$ cat config.mk
export PLATFORM = sky130hd
export DESIGN_NAME = ysyx_23060025_rd_arbiter
export DESIGN_NICKNAME = d
export VERILOG_FILES = /design/src/rtl/ysyx_23060025_rd_arbiter.sv
export SDC_FILE = /design/constraint.sdc
export NUM_CORES = 1
export LEC_CHECK = 0
export CELL_PAD_IN_SITES_DETAIL_PLACEMENT = 1
export CELL_PAD_IN_SITES_GLOBAL_PLACEMENT = 2
export CORE_ASPECT_RATIO = 0.6
export CORE_MARGIN = 8
export CORE_UTILIZATION = 10
export DETAILED_ROUTE_END_ITERATION = 12
export PLACE_DENSITY_LB_ADDON = 0.1
export SYNTH_ARGS = -nofsm -noshare
export SYNTH_HDL_FRONTEND = slang
export SYNTH_SLANG_ARGS = --single-unit
$ cat constraint.sdc
create_clock -name clock -period 1.89 [get_ports clock]
set_input_delay 0.567 -clock clock [delete_from_list [all_inputs] [get_ports clock]]
set_output_delay 0.567 -clock clock [all_outputs]
set_load 0.1 [all_outputs]
$ cat src/rtl/ysyx_23060025_rd_arbiter.sv
// ---------------------------------------------------------------------------
// ysyx_23060025_rd_arbiter
// Two-master (IFU, LSU) to one-slave AXI-lite read-channel arbiter.
// Only one read is outstanding at a time. The AR and R phases are routed to
// the granted master only. Arbitration takes one IDLE cycle, and a request is
// never passed through in the same cycle it arrives.
//
// Optional feature (macro ARB_ROUND_ROBIN_EN):
//   undefined : fixed priority, LSU wins simultaneous requests.
//   defined   : the master not served last wins simultaneous requests.
//               The last-served bit resets to IFU and is updated on R
//               completion.
//
// Ports:
//   clock, reset                 clock, asynchronous active-low reset
//   ifu_ar_* / ifu_r_*           IFU read address / data channels
//   lsu_ar_* / lsu_r_*           LSU read address / data channels
//   s_ar_* / s_r_*               shared slave read address / data channels
// ---------------------------------------------------------------------------
module ysyx_23060025_rd_arbiter #(
  parameter int unsigned ADDR_WIDTH = 32,
  parameter int unsigned DATA_WIDTH = 32
) (
  input  logic                  clock,
  input  logic                  reset,
  // IFU
  input  logic [ADDR_WIDTH-1:0] ifu_ar_addr_i,
  input  logic                  ifu_ar_valid_i,
  output logic                  ifu_ar_ready_o,
  output logic [DATA_WIDTH-1:0] ifu_r_data_o,
  output logic [1:0]            ifu_r_resp_o,
  output logic                  ifu_r_valid_o,
  input  logic                  ifu_r_ready_i,
  // LSU
  input  logic [ADDR_WIDTH-1:0] lsu_ar_addr_i,
  input  logic                  lsu_ar_valid_i,
  output logic                  lsu_ar_ready_o,
  output logic [DATA_WIDTH-1:0] lsu_r_data_o,
  output logic [1:0]            lsu_r_resp_o,
  output logic                  lsu_r_valid_o,
  input  logic                  lsu_r_ready_i,
  // Slave
  output logic [ADDR_WIDTH-1:0] s_ar_addr_o,
  output logic                  s_ar_valid_o,
  input  logic                  s_ar_ready_i,
  input  logic [DATA_WIDTH-1:0] s_r_data_i,
  input  logic [1:0]            s_r_resp_i,
  input  logic                  s_r_valid_i,
  output logic                  s_r_ready_o
);

  typedef enum logic [1:0] {
    IDLE = 2'd0,
    ADDR = 2'd1,
    DATA = 2'd2
  } state_t;

  typedef enum logic [1:0] {
    GNT_NONE = 2'd0,
    GNT_IFU  = 2'd1,
    GNT_LSU  = 2'd2
  } grant_t;

  state_t state_q, state_d;
  grant_t grant_q, grant_d;
  logic   pick_lsu;

`ifdef ARB_ROUND_ROBIN_EN
  // 1 = LSU was served last, 0 = IFU was served last
  logic last_lsu_q, last_lsu_d;

  always_ff @(posedge clock or negedge reset) begin
    if (!reset) begin
      last_lsu_q <= 1'b0;
    end else begin
      last_lsu_q <= last_lsu_d;
    end
  end

  // On a tie, LSU wins only if IFU was served last
  assign pick_lsu = lsu_ar_valid_i && (!ifu_ar_valid_i || !last_lsu_q);
`else
  assign pick_lsu = lsu_ar_valid_i;
`endif

  // State and grant registers
  always_ff @(posedge clock or negedge reset) begin
    if (!reset) begin
      state_q <= IDLE;
      grant_q <= GNT_NONE;
    end else begin
      state_q <= state_d;
      grant_q <= grant_d;
    end
  end

  // Next-state and channel routing
  always_comb begin
    state_d        = state_q;
    grant_d        = grant_q;
    ifu_ar_ready_o = 1'b0;
    ifu_r_data_o   = '0;
    ifu_r_resp_o   = 2'b00;
    ifu_r_valid_o  = 1'b0;
    lsu_ar_ready_o = 1'b0;
    lsu_r_data_o   = '0;
    lsu_r_resp_o   = 2'b00;
    lsu_r_valid_o  = 1'b0;
    s_ar_addr_o    = '0;
    s_ar_valid_o   = 1'b0;
    s_r_ready_o    = 1'b0;
`ifdef ARB_ROUND_ROBIN_EN
    last_lsu_d     = last_lsu_q;
`endif

    case (state_q)
      IDLE: begin
        if (pick_lsu) begin
          grant_d = GNT_LSU;
          state_d = ADDR;
        end else if (ifu_ar_valid_i) begin
          grant_d = GNT_IFU;
          state_d = ADDR;
        end
      end

      ADDR: begin
        // The grant is held until the handshake, even if valid drops
        if (grant_q == GNT_LSU) begin
          s_ar_addr_o    = lsu_ar_addr_i;
          s_ar_valid_o   = lsu_ar_valid_i;
          lsu_ar_ready_o = s_ar_ready_i;
        end else if (grant_q == GNT_IFU) begin
          s_ar_addr_o    = ifu_ar_addr_i;
          s_ar_valid_o   = ifu_ar_valid_i;
          ifu_ar_ready_o = s_ar_ready_i;
        end
        if (s_ar_valid_o && s_ar_ready_i) begin
          state_d = DATA;
        end
      end

      DATA: begin
        if (grant_q == GNT_LSU) begin
          lsu_r_data_o  = s_r_data_i;
          lsu_r_resp_o  = s_r_resp_i;
          lsu_r_valid_o = s_r_valid_i;
          s_r_ready_o   = lsu_r_ready_i;
        end else if (grant_q == GNT_IFU) begin
          ifu_r_data_o  = s_r_data_i;
          ifu_r_resp_o  = s_r_resp_i;
          ifu_r_valid_o = s_r_valid_i;
          s_r_ready_o   = ifu_r_ready_i;
        end
        // Any response code closes the transaction; there are no retries
        if (s_r_valid_i && s_r_ready_o) begin
`ifdef ARB_ROUND_ROBIN_EN
          last_lsu_d = (grant_q == GNT_LSU);
`endif
          state_d = IDLE;
          grant_d = GNT_NONE;
        end
      end

      default: begin
        state_d = IDLE;
        grant_d = GNT_NONE;
      end
    endcase
  end

endmodule

Word level (Yosys, flattened, before mapping)
Cells that the tools add are included.
{ "totals": {"ff_bits": 4, "elab_cells": 53} }
{ "op_classes": {"n_bitwise": 1, "eq_ne": 7, "reduce_logical": 5, "n_mux": 38} }
{ "ops": {"columns": ["cell", "count"], "rows": [
  ["two-way mux 32 bit", 8],
  ["two-way mux 2 bit", 10],
  ["two-way mux 1 bit", 18],
  ["case mux 2 bit (3 select lines)", 2],
  ["AND reduction 3 bit", 2],
  ["== test 2 x 1 -> 1 bit (second input constant)", 2],
  ["== test 2 bit (second input constant)", 2],
  ["!= test 2 bit (second input constant)", 2],
  ["!= test 3 bit (second input constant)", 1],
  ["logical AND 1 bit", 2],
  ["zero test 2 bit", 1],
  ["inverter 1 bit", 1]
]} }

Longest topological paths before layout
{ "logic_depth": {"depth_word": 7, "mapped_depth": 5, "ltp_nobuf": 3} }

Worst setup path before layout
No wires, ideal clock.
{ "synth_path": {"path_kind": "register -> output", "start": "register grant_q[1]", "end": "output s_ar_addr_o[10]", "t_arrival_ns": 2.155, "path_stages_with_launch": 6, "slack_ns": -0.832, "required_ns": 1.323, "path_buffers": 2, "path_cell_list": "dfrtp_1 -> nor2b_1 -> buf_2 -> buf_4 -> a22oi_1 -> nor2_1"} }
{ "synth_via": {"elab_chain_len": 4, "elab_cells_between_ends": 5, "cone_classes": "eq/ne (2); mux (3)"} }
{ "synth_rtl": {"columns": ["element", "line", "text"], "rows": [
  ["start, declared", "65", "grant_t grant_q, grant_d;"],
  ["start signal, assigned", "93", "grant_q <= grant_d;"],
  ["== test 2 x 1 -> 1 bit", "133", "end else if (grant_q == GNT_IFU) begin"],
  ["two-way mux 32 bit", "133", null],
  ["two-way mux 32 bit (*)", "129", "if (grant_q == GNT_LSU) begin"],
  ["two-way mux 32 bit (*)", "116", "case (state_q)"],
  ["end, declared", "43", "output logic [ADDR_WIDTH-1:0] s_ar_addr_o,"]
]} }
Mark *: on every way between the ends. The rest lies on a longest branch, timed or not.

Final worst setup path
{ "layout_path": {"start": "register grant_q[1]", "end": "output lsu_r_data_o[20]"} }
{ "layout_via": {"elab_chain_len": 3} }
{ "layout_rtl": {"columns": ["element", "line", "text"], "rows": [
  ["== test 2 bit", "144", "if (grant_q == GNT_LSU) begin"],
  ["two-way mux 32 bit", "144", null],
  ["two-way mux 32 bit", "116", null],
  ["end, declared", "38", "output logic [DATA_WIDTH-1:0] lsu_r_data_o,"]
]} }
Every way passes these cells.

==> results.py <==
metrics = {
    "logic_synthesis": {
        "avgSynthCellArea_um2": 6.387,
        "synthCells": 191,
        "synth.distinct_cells": 22,
        "synth_edf_count": 0,
        "yosysMostFrequentCell": "and2_1",
        "syn_nets": 297,
        "synthTopCellsByCount": "and2_1 (70), nor2_1 (38), a22oi_1 (34)",
        "syn_area_mm2": 0.001220,
        "netlist_top_cells_area": "and2_1 (36%), a22oi_1 (21%), nor2_1 (12%)",
        "yosysWarnings": 0,
        "seq_area_frac_synth_pct": 8.205,
        "post-synth-top-area-fraction_pct": 35.90,
        "ys_async_sr_fraction_pct": 100.0,
        "ys_ff_latch": 4,
        "synth_area_leader_cell": "and2_1",
        "synth_ff_type": "dfrtp_1",
    },
    "detailed_routing": {
        "wl_mm": 12.40,
        "wl_per_cell_um": 20.62,
        "drt_iter0_drc": 38,
        "dr.pass1.iters": 4,
        "vias_per_cell": 3.970,
        "vias": 2386,
        "drcViolationCount": 0,
        "drtAntennaViolNets": 0,
    },
    "critical_path": {
        "path_max_fanout": 12,
        "crit_top_cell": "buf_12",
        "critPathKind": "reg2out",
        "crit_slowest_cell": "dfrtp_2",
        "cp_cell_sequence": "buf_4, nand2b_4, nor2_4, buf_12, buf_12, and2_4, buf_12",
        "end_kind": "primary output",
        "r2r_end": "state_q[1]",
        "crit_path_max_incr_delay_ns": 0.42,
        "rrSetupSlack_ns": 0.39,
        "cp-start-kind": "register",
        "timing.rr.start": "grant_q[0]",
        "cp_data_arrival_time_ns": 1.58,
        "required_ns": 1.32,
        "r2r_cells": 6,
    },
    "timing": {
        "slew_viol_final": 0,
        "period_share_pct": 113.8,
        "hold_slack_ns": 0.5509,
        "fmax_mhz": 464.9,
        "hold_violations": 0,
        "rsz0062_at_grt": "yes",
        "finClkSkew_ns": 0.00004077,
        "worst_slack_ns": -0.2608,
        "finalCriticalPeriod_ns": 2.151,
        "finalSetupViolCount": 106,
        "tightest_slew_ns": 0.2405,
        "max_slew_margin_pct": 83.74,
    },
    "die": {
        "coreArea_mm2": 0.01199,
        "die_y_um": 101.6,
        "io_pins": 212,
        "die_w_um": 158.6,
        "start_util_pct": 10.18,
        "num_rows": 31,
        "dieArea_mm2": 0.01611,
    },
    "power": {
        "power_density_mw_per_mm2": 1333,
        "leakage_uw": 0.002270,
        "ir_drop_mv": 0.8073,
        "power_uw": 7870,
    },
    "cts": {
        "cts_tree": "built",
        "cts_buffer_depth": 2,
        "clock-sinks": 4,
        "numCtsBuffers": 3,
        "clkSlewWorstSetupHoldPaths_ns": 0.03,
        "root_buffer": "clkbuf_16",
        "worst_skew_pair.late_latency_ns": 0.22,
        "cts_max_level": 1,
        "holdBufCountCts": 0,
    },
    "run": {
        "drv_cap": 0,
    },
    "outcome": {
        "outcome": "complete, but fails checks",
        "violations": "setup timing",
    },
    "finish": {
        "layout.nets": 544,
        "diodes": 0,
        "area_growth_pct": 383.8,
        "stdcell_area_mm2": 0.005902,
        "layout-drive-gt1-share_pct": 71.33,
    },
    "placed_design": {
        "place_area_mm2": 0.005192,
        "gp_congestion": 0.7693,
        "io_buffers": 211,
        "place_hpwl_mm": 9.355,
    },
    "global_route": {
        "grt_overflow": 0,
        "grt_max_degree": 24,
        "antenna_found_initial": 0,
        "track_usage_pct": 13.92,
        "grt_pass1_wl_mm": 17.09,
        "grt_pass1_vias": 2655,
    },
    "hold_path": {
        "hold_class": "in2async",
    },
}
## flip-flops by register name (all words and copies together) (netlist names)
name,cells
state_q,2
grant_q,2
## stage by stage
step	setup TNS, ns	setup slack [ns]	util [%]	instances
global route	-29.22	-0.3156	49.24	601
CTS	-22.78	-0.2629	47.70	592
finish	-23.79	-0.2608	49.24	601
global placement	-8.472	-0.2215	43.32	576
floorplan	-6.583	-0.2459	-	191
detailed placement	-10.25	-0.2559	43.32	576
## kinds of logic after synthesis
group                  count (synthesis)  share of synthesized area, %
buffers and inverters                 21                         9.538
flip-flops                             4                         8.205
AND/OR/NAND/NOR                      124                         56.20
multiplexers                           1                        0.8205
AO/OA/AOI/OAI                         41                         25.23
## layout by cell type, fill, tap and decap left out, drive strengths merged
cell type      synthesis  routed
buf                   18     151
clkdlybuf4s50          0     104
and2                  70      70
nor2                  40      40
a22oi                 34      34
clkbuf                 0       7
nand2                  5       5
nand2b                 4       4
dfrtp                  4       4
inv                    3       3
nor2b                  2       2
o22ai                  2       2
nand3                  1       1
mux2i                  1       1
a41oi                  1       1
a32o                   1       1
nor4b                  1       1
a31oi                  1       1
o31ai                  1       1
nor3                   1       1
o21a                   1       1
dlygate4sd2            0       1
## report_power, final
part	leakage [µW]	switching [µW]	internal, µW
clock network	0.0000370	54.1	270
logic	0.00219	4400	2960
registers	0.0000448	61.4	126
## layout make-up
| cell class | count | area, µm² |
|---|---|---|
| Multi-Input combinational cell | 166 | 1640 |
| Timing Repair Buffer | 260 | 3865 |
| Fill cell | 1216 | 6083 |
| Tap cell | 165 | 206.4 |
| Inverter | 3 | 11.26 |
| Clock buffer | 3 | 75.07 |
| Sequential cell | 4 | 103.9 |
## worst max-delay path by stage
stage                         from                to  slack, ns  depth (start not counted)
floorplan               state_q[1]    s_ar_addr_o[0]      -0.25                          3
global placement      s_ar_ready_i    ifu_ar_ready_o      -0.22                          4
detailed placement  lsu_ar_valid_i      s_ar_valid_o      -0.26                          4
CTS                     grant_q[1]  ifu_r_data_o[18]      -0.26                          5
global route            grant_q[1]  lsu_r_data_o[10]      -0.32                          7
finish                  grant_q[1]  lsu_r_data_o[20]      -0.26                          7
## timing repair
action | in CTS | in global routing
cloned | 5 | 6
setup endpoints to repair | 106 | 106
endpoints found under the hold margin | 0 | 0
buffers inserted | 8 | 4
resized for setup | 50 | 13
pin swaps | 29 | 31
## worst max-delay path: cells and delay by family (launching register included)
| kind | cells | cell delay, ns |
|---|---|---|
| and+or+nand+nor | 3 | 0.34 |
| DFF | 1 | 0.42 |
| buffers and inverters | 4 | 0.60 |
## routing by layer
metal / share of wire (%) / track usage, % / vias up
met5: 0 / 0 / -
met4: 0.32 / 0.6489 / 0
met3: 4.8 / 2.130 / 2
met2: 53 / 26.44 / 71
met1: 41 / 16.96 / 1169
li1: - / - / 1144
Power figures use the tool's default switching activity.
